`src/rtl/axi_dma_copy_master.sv`:
```
// rtl/axi_dma_copy_master.sv - block copy engine: read a chunk of 32-byte beats into a buffer, write it back out
module axi_dma_copy_master #(
    parameter int MAX_BURST = 16,
    parameter int ADDR_W    = 64
) (
    input  logic              clk,
    input  logic              rst_n,
    input  logic              i_cmd_valid,
    output logic              o_cmd_ready,
    input  logic [ADDR_W-1:0] i_cmd_src,
    input  logic [ADDR_W-1:0] i_cmd_dst,
    input  logic [23:0]       i_cmd_beats,
    output logic              o_busy,
    output logic              o_done,
    output logic              o_err,
    output logic              o_m_axi_awvalid,
    input  logic              i_m_axi_awready,
    output logic [ADDR_W-1:0] o_m_axi_awaddr,
    output logic [7:0]        o_m_axi_awlen,
    output logic [2:0]        o_m_axi_awsize,
    output logic              o_m_axi_wvalid,
    input  logic              i_m_axi_wready,
    output logic [255:0]      o_m_axi_wdata,
    output logic [31:0]       o_m_axi_wstrb,
    output logic              o_m_axi_wlast,
    input  logic              i_m_axi_bvalid,
    output logic              o_m_axi_bready,
    output logic              o_m_axi_arvalid,
    input  logic              i_m_axi_arready,
    output logic [ADDR_W-1:0] o_m_axi_araddr,
    output logic [7:0]        o_m_axi_arlen,
    output logic [2:0]        o_m_axi_arsize,
    input  logic              i_m_axi_rvalid,
    output logic              o_m_axi_rready,
    input  logic [255:0]      i_m_axi_rdata,
    input  logic              i_m_axi_rlast
);

    localparam int IW = (MAX_BURST > 1) ? $clog2(MAX_BURST) : 1;

    typedef enum logic [2:0] {S_IDLE, S_SETUP, S_AR, S_RD, S_AW, S_WR, S_BR} state_t;

    state_t            r_state;
    state_t            w_next;
    logic [ADDR_W-1:0] r_src;
    logic [ADDR_W-1:0] r_dst;
    logic [23:0]       r_rem;
    logic [7:0]        r_len;
    logic [7:0]        r_idx;
    logic              r_done;
    logic              r_err;
    logic [255:0]      r_buf [2**IW];

    logic [23:0]       w_src_bnd;
    logic [23:0]       w_dst_bnd;
    logic [23:0]       w_chunk;
    logic [23:0]       w_cur;
    logic              w_last_beat;

    // Beats left before each address crosses a 4KB page (1..128, addresses are beat aligned).
    assign w_src_bnd   = {16'd0, 8'd128 - {1'b0, r_src[11:5]}};
    assign w_dst_bnd   = {16'd0, 8'd128 - {1'b0, r_dst[11:5]}};
    assign w_cur       = {16'd0, r_len} + 24'd1;
    assign w_last_beat = (r_idx == r_len);

    always_comb begin
        w_chunk = r_rem;
        if (w_chunk > 24'(MAX_BURST)) w_chunk = 24'(MAX_BURST);
        if (w_chunk > w_src_bnd)      w_chunk = w_src_bnd;
        if (w_chunk > w_dst_bnd)      w_chunk = w_dst_bnd;
    end

    always_ff @(posedge clk or negedge rst_n) begin
        if (!rst_n) r_state <= S_IDLE;
        else        r_state <= w_next;
    end

    always_comb begin
        w_next          = r_state;
        o_cmd_ready     = 1'b0;
        o_m_axi_arvalid = 1'b0;
        o_m_axi_rready  = 1'b0;
        o_m_axi_awvalid = 1'b0;
        o_m_axi_wvalid  = 1'b0;
        o_m_axi_wlast   = 1'b0;
        o_m_axi_wdata   = '0;
        o_m_axi_bready  = 1'b0;
        case (r_state)
            S_IDLE: begin
                o_cmd_ready = 1'b1;
                if (i_cmd_valid && i_cmd_beats != 24'd0) w_next = S_SETUP;
            end
            S_SETUP: w_next = S_AR;
            S_AR: begin
                o_m_axi_arvalid = 1'b1;
                if (i_m_axi_arready) w_next = S_RD;
            end
            S_RD: begin
                o_m_axi_rready = 1'b1;
                if (i_m_axi_rvalid && w_last_beat) w_next = S_AW;
            end
            S_AW: begin
                o_m_axi_awvalid = 1'b1;
                if (i_m_axi_awready) w_next = S_WR;
            end
            S_WR: begin
                o_m_axi_wvalid = 1'b1;
                o_m_axi_wlast  = w_last_beat;
                o_m_axi_wdata  = r_buf[r_idx[IW-1:0]];
                if (i_m_axi_wready && w_last_beat) w_next = S_BR;
            end
            S_BR: begin
                o_m_axi_bready = 1'b1;
                if (i_m_axi_bvalid) w_next = (r_rem == w_cur) ? S_IDLE : S_SETUP;
            end
            default: w_next = S_IDLE;
        endcase
    end

    always_ff @(posedge clk or negedge rst_n) begin
        if (!rst_n) begin
            r_src  <= '0;
            r_dst  <= '0;
            r_rem  <= '0;
            r_len  <= '0;
            r_idx  <= '0;
            r_done <= 1'b0;
            r_err  <= 1'b0;
        end else begin
            r_done <= 1'b0;
            case (r_state)
                S_IDLE: if (i_cmd_valid) begin
                    r_src  <= i_cmd_src & ~ADDR_W'(31);
                    r_dst  <= i_cmd_dst & ~ADDR_W'(31);
                    r_rem  <= i_cmd_beats;
                    r_err  <= 1'b0;
                    r_done <= (i_cmd_beats == 24'd0);
                end
                S_SETUP: begin
                    r_len <= w_chunk[7:0] - 8'd1;
                    r_idx <= '0;
                end
                S_RD: if (i_m_axi_rvalid) begin
                    // The local beat count ends the burst; a misplaced rlast is only flagged.
                    if (i_m_axi_rlast != w_last_beat) r_err <= 1'b1;
                    r_idx <= w_last_beat ? 8'd0 : r_idx + 8'd1;
                end
                S_WR: if (i_m_axi_wready && !w_last_beat) r_idx <= r_idx + 8'd1;
                S_BR: if (i_m_axi_bvalid) begin
                    r_src  <= r_src + ADDR_W'({w_cur, 5'b0});
                    r_dst  <= r_dst + ADDR_W'({w_cur, 5'b0});
                    r_rem  <= r_rem - w_cur;
                    r_done <= (r_rem == w_cur);
                end
                default: ;
            endcase
        end
    end

    always_ff @(posedge clk) begin
        if (r_state == S_RD && i_m_axi_rvalid) r_buf[r_idx[IW-1:0]] <= i_m_axi_rdata;
    end

    assign o_busy         = (r_state != S_IDLE);
    assign o_done         = r_done;
    assign o_err          = r_err;
    assign o_m_axi_araddr = r_src;
    assign o_m_axi_arlen  = r_len;
    assign o_m_axi_arsize = 3'd5;
    assign o_m_axi_awaddr = r_dst;
    assign o_m_axi_awlen  = r_len;
    assign o_m_axi_awsize = 3'd5;
    assign o_m_axi_wstrb  = 32'hFFFF_FFFF;

endmodule
```
`config.mk`:
```
export PLATFORM = sky130hd
export DESIGN_NAME = axi_dma_copy_master
export DESIGN_NICKNAME = d
export VERILOG_FILES = /design/src/rtl/axi_dma_copy_master.sv
export SDC_FILE = /design/constraint.sdc
export NUM_CORES = 2
export LEC_CHECK = 0
export CAP_MARGIN = 15
export CORE_ASPECT_RATIO = 1.25
export CORE_UTILIZATION = 38
export CTS_CLUSTER_SIZE = 30
export DETAILED_ROUTE_END_ITERATION = 10
export GPL_TIMING_DRIVEN = 0
export PLACE_DENSITY_LB_ADDON = 0.15
export SLEW_MARGIN = 10
export SYNTH_ARGS = -nofsm -noshare
export SYNTH_HDL_FRONTEND = slang
export SYNTH_SLANG_ARGS = --single-unit
```
`constraint.sdc`:
```
create_clock -name clk -period 25.2 [get_ports clk]
set_input_delay 7.56 -clock clk [delete_from_list [all_inputs] [get_ports clk]]
set_output_delay 7.56 -clock clk [all_outputs]
set_load 0.01 [all_outputs]
```
# ---- Word level (Yosys, flattened, before mapping)
# Memories as Yosys holds them, arrays and structs flattened.
# Cells that the tools add are included.
dict set report word_totals {
  out_inout_bits 448
  ff_bits 173
  ram_bits 4096
  wordCells 97
  n_memories 1
  inputBits 417
}
# name depth word_bits read_ports rd_clocked_by_memory_dff wr line_no
set mem_list {}
lappend mem_list {r_buf 16 256 1 0 1 52} ;# logic [255:0] r_buf [2**IW];
dict set report op_classes {
  addsub 8
  n_mux 41
  n_lt_le_gt_ge 3
  eq_ne 19
  reduce_logical 17
}
# cell count
set op_table {}
lappend op_table {{256-bit two-way mux} 1}
lappend op_table {{64-bit two-way mux} 4}
lappend op_table {{64-bit case mux with 2 select lines} 2}
lappend op_table {{64-bit by 14-bit adder with 64-bit output} 2}
lappend op_table {{24-bit two-way mux} 4}
lappend op_table {{24-bit by 8-bit greater-than comparator with 1-bit output} 2}
lappend op_table {{24-bit case mux with 2 select lines} 1}
lappend op_table {{8-bit two-way mux} 4}
lappend op_table {{24-bit by 9-bit == test with 1-bit output} 1}
lappend op_table {{24-bit by 5-bit greater-than comparator with 1-bit output (second input constant)} 1}
lappend op_table {{24-bit logical NOT} 1}
lappend op_table {{8-bit case mux with 3 select lines} 1}
lappend op_table {{24-bit nonzero test} 1}
lappend op_table {{24-bit by 9-bit subtractor with 24-bit output} 1}
lappend op_table {{3-bit case mux with 7 select lines} 1}
lappend op_table {{2-bit != test (second input constant)} 10}
lappend op_table {{3-bit two-way mux} 6}
lappend op_table {{8-bit by 7-bit subtractor with 8-bit output (first input constant)} 2}
lappend op_table {{1-bit two-way mux} 15}
lappend op_table {{8-bit by 1-bit adder with 9-bit output (second input constant)} 1}
lappend op_table {{3-bit == test (second input constant)} 3}
lappend op_table {{8-bit by 1-bit adder with 8-bit output (second input constant)} 1}
lappend op_table {{8-bit == test} 1}
lappend op_table {{8-bit by 1-bit subtractor with 8-bit output (second input constant)} 1}
lappend op_table {{12 further kinds} 21}

# ---- Logic depth before layout (Yosys ltp)
dict set report depth {
  word_depth 7
  mapped_depth 23
  ltp_nobuf 23
}

# ---- Worst setup path after synthesis
# OpenSTA, ideal clock, no wires.
dict set report synth_timing {
  path_kind {input to register}
  from {input port i_m_axi_rvalid}
  to {memory r_buf[0][0] (enable)}
  setup_time_ps 1186
  cell_stages 3
  setup_slack_ps -1052
  t_required_ps 24014
  arrival_time_ps 25065
  n_path_buf 0
  path_cell_list {and2_1 -> nand2_1 -> nor3_1}
}
dict set report synth_between {
  elab_chain_len 3
}
# item line_no
set synth_rtl {}
lappend synth_rtl {{start: declaration} 33} ;# input logic i_m_axi_rvalid,
lappend synth_rtl {{1-bit logical AND} 161} ;# if (r_state == S_RD && i_m_axi_rvalid) r_buf[r_idx[IW-1:0]] <= i_m_axi_rdata;
lappend synth_rtl {{1-bit two-way mux} 161}
lappend synth_rtl {{1-bit two-way mux (implied by the code)} 161}
lappend synth_rtl {{end: declaration} 52}
# Every way passes these cells.

# ---- Worst setup path in the final report
dict set report layout_timing {
  from {register r_idx[0]}
  to {output port o_m_axi_wdata[62]}
}
dict set report layout_between {
  elab_chain_len 2
}
# item line_no
set layout_rtl {}
lappend layout_rtl {{start: declaration} 49} ;# logic [7:0] r_idx;
lappend layout_rtl {{start signal: assignment} 146} ;# r_idx <= w_last_beat ? 8'd0 : r_idx + 8'd1;
lappend layout_rtl {{start signal: assignment} 148} ;# S_WR: if (i_m_axi_wready && !w_last_beat) r_idx <= r_idx + 8'd1;
lappend layout_rtl {{memory 16 x 256 bit} -}
lappend layout_rtl {{256-bit two-way mux} 88} ;# case (r_state)
lappend layout_rtl {{end: declaration} 23} ;# output logic [255:0] o_m_axi_wdata,
# Every way passes these cells.

==> impl_metrics.ini <==
[floorplanning]
die_w_um = 595
ios = 865
core_region_area_um2 = 437000
rows = 271
die_y_um = 744
fp.dieArea_um2 = 443000
start_util = 0.383

[global_routing]
antenna_found_initial = 143
grtUsageTotal = 0.242
gr-total-overflow = 0
grt_max_degree = 85
grt_pass1_wl_um = 741000
grt_pass1_vias = 89277

[pwr]
p_comb_frac = 0.225
p_per_area_nw_per_um2 = 91.7
swShare = 0.285
leakage_nw = 63.3
peakVddDrop_uv = 60.5
clkPwrFrac = 0.335
internal_power_mw = 13.4
power_switching_mw = 5.35
seqPwrFrac = 0.439

[yosys]
syn_area_um2 = 167000
ys.warnings.count = 0
synth_top_area_frac = 0.736
synth_edf_count = 4096
syn-instance-count = 7554
synth_flop_cell = edfxtp_1
ys_seq_area_frac = 0.760
synth_cell_types = 81
synth_top_area_cell = edfxtp_1
synth_area_leaders = edfxtp_1, mux4_2, dfrtp_1
async_flop_share = 0.0383
synth-seq-cells = 4259
syn_avg_cell_area_um2 = 22.1

[clock_tree]
postCtsResizedCells = 0
cts_buffers = 427
h-tree-depth = 5
cts_tree = yes
cts_hold_buf = 0
cts_buffer_depth = 4
clkSlewWorstSetupHoldPaths_ps = 60
cts_setup_buffers = 0
insertion_delay_ps = 1010
cts-root-buf = clkbuf_16
numClockSinks = 4259

[sta]
hold_violations = 0
slew_headroom = 0.153
rsz0062_at_grt = false
max_freq_ghz = 0.0715
setup_tns_ps = 0
finalMaxSlewViolations = 0
skew_ps = 70.0
worst_pin_slew_ps = 1270
fin_crit_ps = 13990
fin_crit_sh = 0.555
setup_viol = 0

[drt]
drt-pass1-iter-count = 6
vias = 86644
ant_nets = 0
drt_iter0_drc = 7904
vias_per_cell = 5.63
post-route-drc-count = 0
detail_route.wl_per_cell_um = 35.2
totalWireLength_um = 541000

[placed_design]
hpwl_um = 377000
gp_congestion = 0.920
portBuffers = 806
dp_cells = 14518

[flow_run]
drv_cap = 0

[setup_path]
cp-start-kind = flip-flop
path_class = flip-flop to output pin
critPathCaptureType = output pin
crit_fanout = 10
required_ps = 17640
critical_path_arrival_ps = 6430

[outcome]
status = finished, final reports clean

[min_path]
worstHoldPathType = flip-flop to flip-flop

[finish]
drive_above_1_share = 0.256
fin_cells = 15395
area_growth_pct = 22.5
num-nets-final = 9728
==> flip-flops by register name, indices dropped and copies added (netlist names) <==
register	count
o_done	1
o_err	1
o_m_axi_araddr	59
o_m_axi_arlen	8
o_m_axi_awaddr	59
r_buf	4096
r_idx	8
r_rem	24
r_state	3
==> Yosys cell counts (6+ instances only) <==
library cell  number
or2_2             11
nor4_1            20
a21o_1            15
ha_1              51
a2bb2oi_1          8
and2_1           267
o21a_1            11
a41o_1             6
buf_4             56
a21oi_1          176
nand3_1           80
and3_1            34
xnor2_1           33
nor2_1           147
nand2b_1           9
nand4_1           30
mux4_2          1280
dfrtp_1          163
o21bai_1           6
nand3b_1           6
nor2b_1            7
nand2_1          149
a22oi_1            6
o211ai_1          18
o31ai_1           11
a211oi_1          11
o21ai_0          112
xor2_1            13
edfxtp_1        4096
o22a_1            23
a31oi_1           27
inv_1             60
nor3_1            40
o22ai_1           35
or3_1             11
and4_1             8
or4_1              8
clkbuf_1         301
mux2i_1            8
a311oi_1           9
buf_1            102
==> power groups by stage <==
stage | logic (mW) | registers (mW) | clock network, mW
floorplan | 2.30 | 8.33 | 0
global placement | 4.10 | 8.47 | 0
detailed placement | 4.25 | 8.40 | 0
CTS | 4.27 | 8.25 | 6.43
global route | 4.50 | 8.26 | 6.66
finish | 4.23 | 8.25 | 6.30
==> layout make-up <==
class	count	area, um2
clock buffer	520	11300
antenna	46	115
tap	5733	7170
timing repair buffer	1225	16200
multi-input combinational	2819	38200
buffer	464	2030
sequential	4259	127000
clock inverter	268	2400
fill	36212	232000
inverter	61	229
==> cells by family (layout without fill, tap and decap cells) <==
logic type / after synthesis / after routing / share of synthesized area
xor gates and xnor gates: 46 / 46 / 0.00241
AOI/OAI and AO/OA: 534 / 534 / 0.0202
DFF: 4259 / 4259 / 0.760
adders and majority gates: 54 / 54 / 0.00418
buffers and inverters: 525 / 2538 / 0.0132
muxes: 1289 / 1289 / 0.173
and+or+nand+nor: 845 / 845 / 0.0268
other: 2 / 97 / 0.0000449
==> critical path, cell delays in order, from the launching register on <==
cell and delay (ps):
dfrtp_1 390, clkbuf_1 620, clkbuf_2 680, clkbuf_1 940
buf_1 600, buf_8 230, mux4_2 500, mux4_2 460
and2_1 290, clkdlybuf4s50_1 690
==> cells in the final DEF (no fill, tap or decap), types with 37 or more instances in the layout <==
cell type           n
edfxtp_1         4096
mux4_2           1280
clkdlybuf4s50_1   805
clkbuf_16         436
clkbuf_1          349
and2_1            267
a21oi_1           176
dfrtp_1           163
buf_12            151
nand2_1           149
nor2_1            136
buf_8             121
o21ai_0           112
clkinv_1          111
buf_16            100
buf_1              88
nand3_1            80
clkinv_2           80
inv_1              60
buf_4              57
ha_1               51
conb_1             51
buf_6              50
diode_2            46
clkbuf_2           37
bufinv_16          37
==> worst paths after layout <==
path | from | endpoint | slack (ps) | cells past startpoint
worst max-delay path | r_idx[0]$_DFFE_PN0P_ | o_m_axi_wdata[62] | 11210 | 9
worst min-delay path | o_m_axi_awaddr[45]$_DFFE_PN0P_ | o_m_axi_awaddr[45]$_DFFE_PN0P_ | 520 | 1
worst max register to register | r_rem[10]$_DFFE_PN0P_ | o_m_axi_arlen[6]$_DFFE_PN0P_ | 18730 | 21
worst min register to register | o_m_axi_awaddr[45]$_DFFE_PN0P_ | o_m_axi_awaddr[45]$_DFFE_PN0P_ | 520 | 1
max in group asynchronous | rst_n | o_m_axi_awaddr[34]$_DFFE_PN0P_ | 17540 | 2
min in group asynchronous | rst_n | o_m_axi_araddr[5]$_DFFE_PN0P_ | 6570 | 1
==> layer usage <==
metal  wire length (um)  track usage  up-vias
li1                   -            -    35380
met1             210000        0.304    47166
met2             273000        0.416     3218
met3              39200       0.0545      802
met4              18800       0.0767       78
met5                500            0        -
==> per-stage QoR <==
stage / util / total power [mW] / setup WS (ps) / instance area [um2] / hold WS, ps
floorplan: - / 10.6 / 5830 / 167000 / 478
global placement: 0.418 / 12.6 / -13230 / 183000 / 507
detailed placement: 0.436 / 12.7 / 11820 / 190000 / 515
CTS: 0.467 / 18.9 / 10760 / 204000 / 529
global route: 0.469 / 19.4 / 11040 / 205000 / 557
finish: 0.469 / 18.8 / 11210 / 205000 / 521
Note: power is estimated with default switching activity, not from simulation.
